--- config.mk ---
export PLATFORM = sky130hd
export DESIGN_NAME = somador_serial_param
export DESIGN_NICKNAME = d
export VERILOG_FILES = /design/src/rtl/somador_pkg.sv /design/src/rtl/somador_chunk.sv /design/src/rtl/somador_serial_param.sv
export SDC_FILE = /design/constraint.sdc
export NUM_CORES = 1
export LEC_CHECK = 0
export ABC_AREA = 1
export ABC_CLOCK_PERIOD_IN_PS = 3320
export BUFFER_PORTS_ARGS = -buffer_cell sky130_fd_sc_hd__buf_2
export CAP_MARGIN = 40
export CORE_MARGIN = 2
export CORE_UTILIZATION = 45
export CTS_CLUSTER_DIAMETER = 150
export DETAILED_ROUTE_END_ITERATION = 12
export PLACE_DENSITY = 0.67
export SYNTH_ARGS = -nofsm -noshare
export SYNTH_HDL_FRONTEND = slang
export SYNTH_SLANG_ARGS = --single-unit
--- constraint.sdc ---
create_clock -name clk -period 3.32 [get_ports clk]
set_clock_uncertainty 0.05 [all_clocks]
set_input_delay 0 -clock clk [delete_from_list [all_inputs] [get_ports clk]]
set_output_delay 0 -clock clk [all_outputs]
set_load 0.1 [all_outputs]
--- src/rtl/somador_pkg.sv ---
// Shared types and helpers for the digit-serial adder/subtractor.
//   somador_state_t : control FSM states (IDLE -> CALC -> DONE -> IDLE)
//   overflow_f      : two's-complement overflow from the operand and sum MSBs
//   sat_value       : saturation word for a given width, most negative or
//                     most positive depending on 'neg'
package somador_pkg;

  typedef enum logic [1:0] {IDLE, CALC, DONE} somador_state_t;

  // Widest word sat_value can build; callers truncate to their own width.
  localparam int SAT_MAX_WIDTH = 64;

  // Overflow occurs when both addends have the same sign and the sum does not.
  function automatic logic overflow_f(input logic a_msb, input logic b_msb,
                                      input logic s_msb);
    return (a_msb == b_msb) && (s_msb != a_msb);
  endfunction

  // neg=1 -> {1, 0...0}, neg=0 -> {0, 1...1}, placed in the low 'width' bits.
  function automatic logic [SAT_MAX_WIDTH-1:0] sat_value(input int width,
                                                         input logic neg);
    logic [SAT_MAX_WIDTH-1:0] v;
    v = '0;
    for (int i = 0; i < SAT_MAX_WIDTH; i++) begin
      if (i < width - 1) v[i] = ~neg;
      else if (i == width - 1) v[i] = neg;
    end
    return v;
  endfunction

endpackage

--- src/rtl/somador_chunk.sv ---
// Combinational CHUNK-bit ripple-carry slice.
//   a, b : CHUNK-bit addends
//   cin  : carry in
//   s    : CHUNK-bit sum
//   cout : carry out of the slice MSB
module somador_chunk #(
  parameter int CHUNK = 4
) (
  input  logic [CHUNK-1:0] a,
  input  logic [CHUNK-1:0] b,
  input  logic             cin,
  output logic [CHUNK-1:0] s,
  output logic             cout
);

  logic [CHUNK:0] c;

  assign c[0] = cin;

  generate
    for (genvar gi = 0; gi < CHUNK; gi++) begin : g_bit
      assign s[gi]    = a[gi] ^ b[gi] ^ c[gi];
      assign c[gi+1]  = (a[gi] & b[gi]) | (c[gi] & (a[gi] ^ b[gi]));
    end
  endgenerate

  assign cout = c[CHUNK];

endmodule

--- src/rtl/somador_serial_param.sv ---
// Digit-serial adder/subtractor: CHUNK bits per clock, LSB chunk first, with
// a registered carry between chunks, signed-overflow flag and optional
// saturation.
//   clk, rst              : clock, asynchronous active-high reset
//   in_valid/in_ready     : operand handshake (a, b, sub, sat sampled on accept)
//   out_valid/out_ready   : result handshake (soma, f, cout held until taken)
//   soma                  : result (saturated when enabled and f=1)
//   f                     : signed overflow of the raw operation
//   cout                  : carry out of the MSB (for subtraction 1 = no borrow)
module somador_serial_param
  import somador_pkg::*;
#(
  parameter int WIDTH  = 16,
  parameter int CHUNK  = 4,
  parameter int SAT_EN = 1
) (
  input  logic             clk,
  input  logic             rst,
  input  logic             in_valid,
  output logic             in_ready,
  input  logic [WIDTH-1:0] a,
  input  logic [WIDTH-1:0] b,
  input  logic             sub,
  input  logic             sat,
  output logic             out_valid,
  input  logic             out_ready,
  output logic [WIDTH-1:0] soma,
  output logic             f,
  output logic             cout
);

  localparam int NCHUNK = WIDTH / CHUNK;
  localparam int CW     = $clog2(NCHUNK + 1);
  localparam logic [CW-1:0] LAST_CHUNK = CW'(NCHUNK - 1);

  generate
    if (WIDTH % CHUNK != 0) begin : g_bad_chunk
      $error("somador_serial_param: WIDTH must be a multiple of CHUNK");
    end
    if (WIDTH > SAT_MAX_WIDTH) begin : g_bad_width
      $error("somador_serial_param: WIDTH exceeds sat_value range");
    end
  endgenerate

  somador_state_t   state_reg;
  logic [CW-1:0]    count_reg;
  logic [WIDTH-1:0] a_reg;        // shifts right one chunk per CALC cycle
  logic [WIDTH-1:0] bx_reg;       // b or ~b, shifted alongside a_reg
  logic             a_msb_reg;    // sign bits kept aside, the shifters lose them
  logic             bx_msb_reg;
  logic             carry_reg;
  logic             sat_reg;
  logic [WIDTH-1:0] soma_reg;     // result shifts in from the top
  logic             f_reg;
  logic             cout_reg;
  logic             out_valid_reg;

  logic [CHUNK-1:0] chunk_s;
  logic             chunk_c;
  logic [WIDTH-1:0] raw_next;
  logic             ovf_next;

  somador_chunk #(.CHUNK(CHUNK)) u_chunk (
    .a    (a_reg[CHUNK-1:0]),
    .b    (bx_reg[CHUNK-1:0]),
    .cin  (carry_reg),
    .s    (chunk_s),
    .cout (chunk_c)
  );

  // Full raw result as it will look once the current chunk is shifted in.
  assign raw_next = WIDTH'({chunk_s, soma_reg} >> CHUNK);
  assign ovf_next = overflow_f(a_msb_reg, bx_msb_reg, chunk_s[CHUNK-1]);

  always_ff @(posedge clk or posedge rst) begin
    if (rst) begin
      state_reg     <= IDLE;
      count_reg     <= '0;
      a_reg         <= '0;
      bx_reg        <= '0;
      a_msb_reg     <= 1'b0;
      bx_msb_reg    <= 1'b0;
      carry_reg     <= 1'b0;
      sat_reg       <= 1'b0;
      soma_reg      <= '0;
      f_reg         <= 1'b0;
      cout_reg      <= 1'b0;
      out_valid_reg <= 1'b0;
    end else begin
      case (state_reg)
        IDLE: begin
          if (in_valid) begin
            a_reg      <= a;
            bx_reg     <= sub ? ~b : b;
            a_msb_reg  <= a[WIDTH-1];
            bx_msb_reg <= sub ? ~b[WIDTH-1] : b[WIDTH-1];
            carry_reg  <= sub;
            sat_reg    <= sat & (SAT_EN != 0);
            count_reg  <= '0;
            state_reg  <= CALC;
          end
        end
        CALC: begin
          a_reg     <= a_reg >> CHUNK;
          bx_reg    <= bx_reg >> CHUNK;
          carry_reg <= chunk_c;
          count_reg <= count_reg + 1'b1;
          if (count_reg == LAST_CHUNK) begin
            cout_reg      <= chunk_c;
            f_reg         <= ovf_next;
            soma_reg      <= (sat_reg && ovf_next) ?
                             WIDTH'(sat_value(WIDTH, a_msb_reg)) : raw_next;
            out_valid_reg <= 1'b1;
            state_reg     <= DONE;
          end else begin
            soma_reg <= raw_next;
          end
        end
        DONE: begin
          if (out_ready) begin
            out_valid_reg <= 1'b0;
            state_reg     <= IDLE;
          end
        end
        default: state_reg <= IDLE;
      endcase
    end
  end

  // Kept combinational so it drops in the same instant rst rises.
  assign in_ready  = (state_reg == IDLE) && !rst;
  assign out_valid = out_valid_reg;
  assign soma      = soma_reg;
  assign f         = f_reg;
  assign cout      = cout_reg;

endmodule

==> flow_results.org, run 1 <==
** Synthesis
- Per-instance average area after synthesis :: 8.98 um2
- In this run, synthesis produced a sequential element count of 60.
- Counting flops with a built-in enable in the synthesized netlist gives 0.
- Post-Synthesis Net Count :: 361
- Of the synthesized area, sequential elements account for 0.527.
- For this run, the leading register cell type out of synthesis is sky130_fd_sc_hd__dfrtp_1.
- Counting distinct cell types in the post-synthesis netlist gives 28.
- Yosys printed 0 warnings.
- Synthesis handed over a netlist of 317 instances.
- Netlist area before placement :: 2850 um2
- After synthesis, the share of flip-flops with an asynchronous set or reset is 1.00.

** Global route
- Remaining global-route overflow :: 0
- Largest net degree at the start of global routing :: 42
- The number of antenna violations at the first check in global routing was 0.
- Via count of the first global-routing pass :: 2346
- Total routing usage reported by global routing :: 0.189
- The first global-routing pass estimated 10600 um of wire.

** Clock network
- Clock tree buffer depth :: 2
- H-tree level count :: 3
- Clk Tree Root Cell :: sky130_fd_sc_hd__clkbuf_8
- At the later pin of the worst-skew pair, clock insertion delay measures 340 ps.
- TritonCTS created 9 clock buffers.
- Total number of clock tree sinks :: 60
- CTS clk-pin slew, worst paths :: 60 ps
- CTS tree :: built

** Final layout
- Layout cell share with drive strength beyond 1 :: 0.208
- Count of inserted antenna diode cells :: 0
- Final Net Count :: 448
- Final std cells w/o fill :: 484
- FILL cells :: 524
- Syn-to-layout area delta :: 29.9%

** Critical path
- The most critical setup path has its startpoint at a_reg[0].
- For this design, the slowest cell found on the critical path is sky130_fd_sc_hd__fa_1.
- CP cell instances :: fa_1 > inv_1 > fa_1 > inv_1 > fa_1 > inv_1 > fa_1 > o21ai_0 > nand3_2 > nand2_1 > a21oi_1
- Worst reg-to-reg setup slack :: 340 ps
- In this run the critical register-to-register path is launched from a_reg[0].
- Of all nets on the critical path, the largest fanout is 16.
- The kind of cell with the highest combined delay along the critical path is adder cells.
- Biggest cell delay along the critical path :: 450 ps
- STA classifies the critical path startpoint as a flip-flop.
- Arrival time of the worst setup path :: 3120 ps
- Classification of the worst setup path :: flip-flop to flip-flop
- Reg-to-Reg End :: soma[14]
- STA classifies the critical path endpoint as a flip-flop.
- Worst Setup EP :: soma[14]
- STA puts the critical path data required time at 3460 ps.
- Counting stages on the worst path, the most repeated cell is sky130_fd_sc_hd__fa_1.
- Together, buffers and inverters on the worst path number 3.
- Stages on the worst setup path :: 11
- Worst Reg2Reg Path Length in Cells :: 11

** Timing
- Setup repair after global routing left no endpoint under its margin.
- Relative slew slack :: 0.500
- Hold WS :: 5.80 ps
- Summed over all failing endpoints, the final setup total negative slack is 0 ps.
- At the pin with the least slew margin, the transition time is 749 ps.
- In the finished design, the share of the clock period the worst path needs comes to 0.897.
- Setup violations remaining at the end of the flow were counted as 0.
- Final WS setup :: 341 ps
- Final slew viol count :: 0
- Highest attainable clock frequency :: 0.336 GHz
- Counting I/O delays and the setup requirement, the final critical path takes 2980 ps.
- Final hold violation count :: 0

** Detailed routing
- Router iterations before antenna repair :: 6
- After detailed routing, the number of remaining DRC violations is 0.
- Via-per-instance ratio :: 4.83
- Initial DRC Count :: 113
- Total via count after detailed routing :: 2339
- After detailed routing, the average wire length per cell comes to 12.5 um.
- Summed over all layers, the routed wires come to 6030 um.
- The count of nets left with antenna violations once routing finished came out at 0.

** Die
- The floorplan step defined a core boundary enclosing 6030 um2.
- In this run the vertical extent of the chip is 83.5 um.
- Row generation in the floorplan step produced 28 rows.
- In this run the count of I/O pins placed on the die edge is 58.
- Die Area :: 6980 um2
- Effective utilization at floorplan :: 0.472
- In this run the horizontal extent of the chip is 83.5 um.

** Place
- Prior to clock tree synthesis, the placed netlist has a worst setup slack of 215 ps.
- Final weighted congestion of routability-driven global placement :: 0.773
- In this run, placement finished with an instance count of 435.
- The count of buffers added on input and output ports is 57.
- DP HPWL :: 3750 um

** Hold path
- Classification of the worst-slack hold path :: primary input to flip-flop

** Outcome
- Run status :: complete, no violations

** Run
- Max-cap violations :: 0
worst min-delay path, stage by stage:
cell and delay [ps]:
sky130_fd_sc_hd__buf_2 80, sky130_fd_sc_hd__xor2_1 60, sky130_fd_sc_hd__a22oi_1 150, sky130_fd_sc_hd__nand2_1 60
through the flow:
stage          cell area (um2)  utilization
3_5_place_dp              3130        0.519
6_report                  3700        0.614
5_1_grt                   3700        0.614
4_1_cts                   3690        0.613
2_1_floorplan             2850            -
3_3_place_gp              3130        0.519
cell families after synthesis:
| family | after synthesis | synth area share |
|---|---|---|
| compound gates | 57 | 0.121 |
| simple gates | 136 | 0.190 |
| fa+ha+maj | 6 | 0.0369 |
| buf+inv | 42 | 0.0752 |
| xor+xnor | 16 | 0.0492 |
| flops | 60 | 0.527 |
routing by layer:
layer / vias up / share of wire / global-route usage
met5: - / 0 / 0
met4: 0 / 0.017 / 0.0572
met3: 13 / 0.050 / 0.0603
met2: 55 / 0.46 / 0.316
met1: 1084 / 0.47 / 0.236
li1: 1187 / - / -
cells in the mapped netlist, drive strengths merged, types with 2 or more instances:
| library cell | count | area [um2] |
|---|---|---|
| xnor2 | 7 | 61.3 |
| nor2 | 17 | 71.3 |
| xor2 | 9 | 78.8 |
| dfrtp | 60 | 1500 |
| o21a | 6 | 45.0 |
| ha | 2 | 25.0 |
| a22oi | 6 | 45.0 |
| o22ai | 2 | 12.5 |
| nand2 | 108 | 408 |
| a21oi | 16 | 80.1 |
| o211ai | 6 | 55.1 |
| fa | 4 | 80.1 |
| buf | 17 | 120 |
| inv | 25 | 93.8 |
| nand3 | 9 | 50.1 |
| o21ai | 20 | 100 |
how the worst min path moves through the flow:
| stage | start | to | slack [ps] | cells after the start |
|---|---|---|---|---|
| 6_report | b[0] | bx_reg[0] | 6 | 4 |
| 5_1_grt | a[0] | a_reg[0] | 40 | 4 |
| 4_1_cts | b[0] | bx_reg[0] | 4 | 4 |
| 3_5_place_dp | rst | state_reg[1] | 140 | 2 |
| 3_3_place_gp | rst | state_reg[1] | 140 | 2 |
| 2_1_floorplan | out_ready | state_reg[1] | 50 | 1 |
cells in the final DEF (no fill, tap or decap):
cell type,instances
sky130_fd_sc_hd__o21ai_0,11
sky130_fd_sc_hd__buf_2,57
sky130_fd_sc_hd__fa_1,4
sky130_fd_sc_hd__nand2_1,107
sky130_fd_sc_hd__o211ai_2,2
sky130_fd_sc_hd__nor2_1,16
sky130_fd_sc_hd__o211ai_1,4
sky130_fd_sc_hd__a22oi_1,6
sky130_fd_sc_hd__a21oi_1,16
sky130_fd_sc_hd__nand2_2,1
sky130_fd_sc_hd__nand3_2,2
sky130_fd_sc_hd__dlygate4sd3_1,33
sky130_fd_sc_hd__o22ai_1,2
sky130_fd_sc_hd__nor2_4,1
sky130_fd_sc_hd__o21a_1,6
sky130_fd_sc_hd__ha_1,2
sky130_fd_sc_hd__inv_1,22
sky130_fd_sc_hd__clkinv_2,2
sky130_fd_sc_hd__dfrtp_1,60
sky130_fd_sc_hd__nand4_1,1
sky130_fd_sc_hd__buf_4,3
sky130_fd_sc_hd__clkbuf_8,12
sky130_fd_sc_hd__o31ai_1,1
sky130_fd_sc_hd__xnor2_1,7
sky130_fd_sc_hd__xor2_1,9
sky130_fd_sc_hd__nand3_1,7
sky130_fd_sc_hd__nor3_1,1
sky130_fd_sc_hd__inv_2,3
sky130_fd_sc_hd__o21ai_1,9
sky130_fd_sc_hd__bufinv_16,2
layout make-up:
type                    count  area, um2  share of cell area
flip-flops and latches     60       1500               0.406
multi-input cells         215       1140               0.307
repair buffers             93        638               0.173
clock buffers              12        165              0.0447
inverters                  25       93.8              0.0254
well taps                  75       93.8              0.0254
clock inverters             4       70.1              0.0189
repair_timing:
action / in CTS / in global routing
endpoints found under the hold margin: 70 / 0
buffers inserted: 0 / 0
resized for setup: 0 / 1
endpoints found under the setup margin: 0 / 16
hold buffers: 33 / 0
Power of run 1 is not shown: default switching activity piles up to over one toggle a cycle in this logic, so the estimate is an artifact.
==> run 2: changes to the inputs <==
--- a/config.mk
+++ b/config.mk
@@ -5,7 +5,6 @@
 export SDC_FILE = /design/constraint.sdc
 export NUM_CORES = 1
 export LEC_CHECK = 0
-export ABC_AREA = 1
 export ABC_CLOCK_PERIOD_IN_PS = 3320
 export BUFFER_PORTS_ARGS = -buffer_cell sky130_fd_sc_hd__buf_2
 export CAP_MARGIN = 40
@@ -13,7 +12,7 @@
 export CORE_UTILIZATION = 45
 export CTS_CLUSTER_DIAMETER = 150
 export DETAILED_ROUTE_END_ITERATION = 12
-export PLACE_DENSITY = 0.67
+export PLACE_DENSITY = 0.68
 export SYNTH_ARGS = -nofsm -noshare
 export SYNTH_HDL_FRONTEND = slang
 export SYNTH_SLANG_ARGS = --single-unit
==> run 2 against run 1 <==
Compared with the run above:
- die area decreased by 0.55%
- critical path depth decreased by 1
- via count increased by 1.8%
==> flow_results.org, run 2 <==
** Global route
- Global routing finished with a remaining overflow of 0.
- Number of antenna violations at the first check in global routing :: 0
- Across every metal layer, demand over resource in global routing totals 0.191.
- The first global-routing pass estimated 10700 um of wire.
- Via count of the first global-routing pass :: 2384
- Largest net degree at the start of global routing :: 40

** Synthesis
- Yosys warning count :: 0
- The most used flip-flop cell after synthesis is sky130_fd_sc_hd__dfrtp_1.
- Basic-gate share of the synthesized area counting and, or, nand and nor cells :: 0.179
- Netlist area before placement :: 2830 um2
- The post-synthesis compound-gate area fraction is 0.146.
- Most numerous cell types in the synthesized netlist :: sky130_fd_sc_hd__dfrtp_1 (60), sky130_fd_sc_hd__nand2_1 (49), sky130_fd_sc_hd__nand3_1 (32)
- FF+latch count, synth :: 60
- Number of distinct library cells after synthesis :: 29
- The number of nets in the synthesized netlist is 339.
- Of the total synthesized cell area, the portion taken by XOR and XNOR cells is 0.0495.
- The share of synthesized area in the top cell type comes to 0.531.
- Yosys instantiated no cell more often than sky130_fd_sc_hd__dfrtp_1.
- Per-instance average area after synthesis :: 9.59 um2
- Proportion of synthesized area in mux cells :: 0
- Combinational family with the most area after synthesis :: simple AND/OR/NAND/NOR gates
- Number of enable-type register cells in the synthesized netlist :: 0
- Sequential fraction of the synthesis area :: 0.531
- Of the total synthesized cell area, the portion taken by full adders, half adders and majority gates is 0.0371.
- Post-synthesis cell count :: 295
- Largest area contributor in the synthesized netlist :: sky130_fd_sc_hd__dfrtp_1
- After synthesis, the cell types taking the most area are sky130_fd_sc_hd__dfrtp_1 (53%), sky130_fd_sc_hd__nand2_1 (6.5%), sky130_fd_sc_hd__nand3_1 (5.7%), sky130_fd_sc_hd__xnor2_1 (4.6%), sky130_fd_sc_hd__a221o_1 (4.2%).
- Share of flip-flops with an asynchronous set or reset :: 1.00

** Clock network
- Number of post-CTS setup repair buffers :: 0
- Clock tree synthesis found a total of 60 sinks.
- In this run, CTS created clock tree buffers numbering 9.
- H-tree level count :: 3
- After clock tree synthesis, the clock-pin slew on the worst setup and hold paths is 60 ps.
- CTS tree :: built
- Clk Tree Root Cell :: sky130_fd_sc_hd__clkbuf_8
- Clock insertion delay at the later pin of the skew report :: 330 ps
- Clock tree buffer depth :: 2

** Detailed routing
- In this run the remaining antenna-violating nets after routing total 0.
- Initial DRC Count :: 125
- Dividing the detail-routed via count by the number of cells gives 5.21.
- The routed layout has 2381 vias.
- After detailed routing, the average wire length per cell comes to 13.4 um.
- For this run, design rule violations remaining after detail routing come to 0.
- Summed over all layers, the routed wires come to 6110 um.
- Before antenna repair, the detailed router went through 5 iterations.

** Critical path
- The most numerous cell type found on the critical path is sky130_fd_sc_hd__fa_1.
- The largest single stage delay on the critical path is 450 ps.
- Data on the critical path is required at its endpoint by 3510 ps.
- Kind of end point of the critical path :: flip-flop
- Crit path buf inv count :: 3
- Across all register-to-register paths, the minimum setup slack is 450 ps.
- Of all nets on the critical path, the largest fanout is 15.
- STA puts the critical path data arrival time at 3050 ps.
- Slowest stage cell, crit path :: sky130_fd_sc_hd__fa_1
- Startpoint Class :: flip-flop
- The cell family contributing the most delay on the critical path is adder cells.
- CP cell instances :: fa_1 > inv_1 > fa_1 > inv_1 > fa_1 > inv_1 > fa_1 > nand3_1 > nor2_1 > o31ai_1
- Classification of the worst setup path :: flip-flop to flip-flop

** Die
- After floorplanning, the core was sized to cover 5990 um2.
- For this configuration, the core starts out at a cell density of 0.472.
- Count of standard-cell rows :: 28
- Die Area :: 6940 um2
- Vertical die dimension :: 83.3 um
- From left edge to right edge, the die measures 83.3 um.
- 58 I/O pins were placed.

** Power
- For this design the ratio of total power to cell area is 1090 nW/um2.
- VDD sags by at most 0.00101 V.
- Total leakage power :: 1.70 nW

** Timing
- The hold violation count in the final report came to 0.
- Final slew viol count :: 0
- The worst pin sits at a relative slew slack of 0.432.
- Tmin final :: 2870 ps
- At the pin with the least slew margin, the transition time is 848 ps.
- Final total negative setup slack :: 0 ps
- Highest attainable clock frequency :: 0.349 GHz
- Final period util :: 0.863
- Setup slack on the critical path of the routed design comes to 454 ps.
- Setup Viol. Count Final :: 0
- Unrepaired setup endpoints after global routing :: no

** Place
- DP HPWL :: 3880 um
- Count of buffers inserted at the top-level ports :: 57
- Number of placed instances with taps included :: 412
- Setup slack after placement :: 465 ps
- The congestion estimate from routability-driven global placement came to 0.734.

** Final layout
- Leaving out filler cells and counting taps, the final layout contains 457.
- Leading cell type in the layout, fill and taps excluded :: sky130_fd_sc_hd__dfrtp_1
- Count of inserted antenna diode cells :: 0
- FILL cells :: 504
- The final layout contains 426 nets.
- Syn-to-layout area delta :: 28.6%
- Layout cell share with drive strength beyond 1 :: 0.209
- Once layout is complete, the utilization of the core stands at 0.607.
- In the layout the commonest cells are sky130_fd_sc_hd__dfrtp_1 (60), sky130_fd_sc_hd__buf_2 (57), sky130_fd_sc_hd__nand2_1 (49), sky130_fd_sc_hd__dlygate4sd3_1 (34), sky130_fd_sc_hd__nand3_1 (32).

** Outcome
- Run status :: complete, no violations

** Run
- Max-cap violations :: 0

** Hold path
- The min-delay analysis places its worst path in the category primary input to flip-flop.
## run 2: cell types whose count changed in the layout (fill, tap and decap cells not counted), sizes merged, moves of 3 or more
cell | before | now
a31oi | 0 | 3
o21a | 6 | 0
a221o | 0 | 12
xnor2 | 7 | 15
o211ai | 6 | 1
buf | 60 | 64
inv | 25 | 11
nor2 | 17 | 28
nand2 | 108 | 49
xor2 | 9 | 1
a22oi | 6 | 0
nand3 | 9 | 32
## run 2: kinds of logic (layout without fill, tap and decap cells)
| group | count (synthesis) | in the layout |
|---|---|---|
| xor+xnor | 16 | 16 |
| simple gates | 117 | 117 |
| buf+inv | 33 | 120 |
| flops | 60 | 60 |
| fa+ha+maj | 6 | 6 |
| compound gates | 63 | 63 |
## run 2: final timing paths
kind,startpoint,endpoint,depth (start not counted)
worst min-delay path,b[3],bx_reg[3],4
worst min register to register,a_reg[11],a_reg[7],2
worst max-delay path,a_reg[0],soma[13],10
max in group asynchronous,rst,soma[15],4
worst max register to register,a_reg[0],soma[13],10
min in group asynchronous,rst,bx_reg[7],3
## run 2: metal layers
metal	part of all wire	track usage	wire length, um	up-vias
met1	0.45	0.221	2730	1143
met2	0.50	0.335	3060	59
li1	-	-	-	1173
met3	0.045	0.0716	277	6
met5	0	0	0	-
met4	0.0064	0.0492	39	0
## run 2: through the flow
step	hold slack (ps)	power [mW]	instance area, um2
detailed placement	142	3.42	3150
global placement	139	3.38	3140
floorplan	36.3	3.01	2830
finish	18.8	3.97	3640
CTS	4.49	4.00	3640
global route	31.0	4.26	3640
## run 2: what timing repair did
action | in CTS | in global routing
gates resized for setup | 0 | 0
hold buffers | 34 | 0
hold endpoints to repair | 74 | 0
## run 2: worst register-to-register path, stage by stage, from the launching register on
cell and delay (ps):
sky130_fd_sc_hd__dfrtp_1 400, sky130_fd_sc_hd__fa_1 410, sky130_fd_sc_hd__inv_1 80, sky130_fd_sc_hd__fa_1 160, sky130_fd_sc_hd__inv_1 50, sky130_fd_sc_hd__fa_1 350, sky130_fd_sc_hd__inv_1 70, sky130_fd_sc_hd__fa_1 450
sky130_fd_sc_hd__nand3_1 380, sky130_fd_sc_hd__nor2_1 130, sky130_fd_sc_hd__o31ai_1 240
## run 2: cell type report
class	count	area, um2	area share
sequential	60	1500	0.413
multi-input combinational	202	1170	0.322
timing repair buffer	98	678	0.186
clock buffer	11	151	0.0416
tap	75	93.8	0.0258
inverter	11	41.3	0.0113
## run 2: where the power goes
part           leakage [nW]  total (mW)  switching, mW  internal (mW)
clock network        0.0791       0.539          0.249          0.290
logic                 0.879        2.15           1.57          0.579
registers             0.745        1.28          0.217           1.06
(Power assumes the default switching activity.)
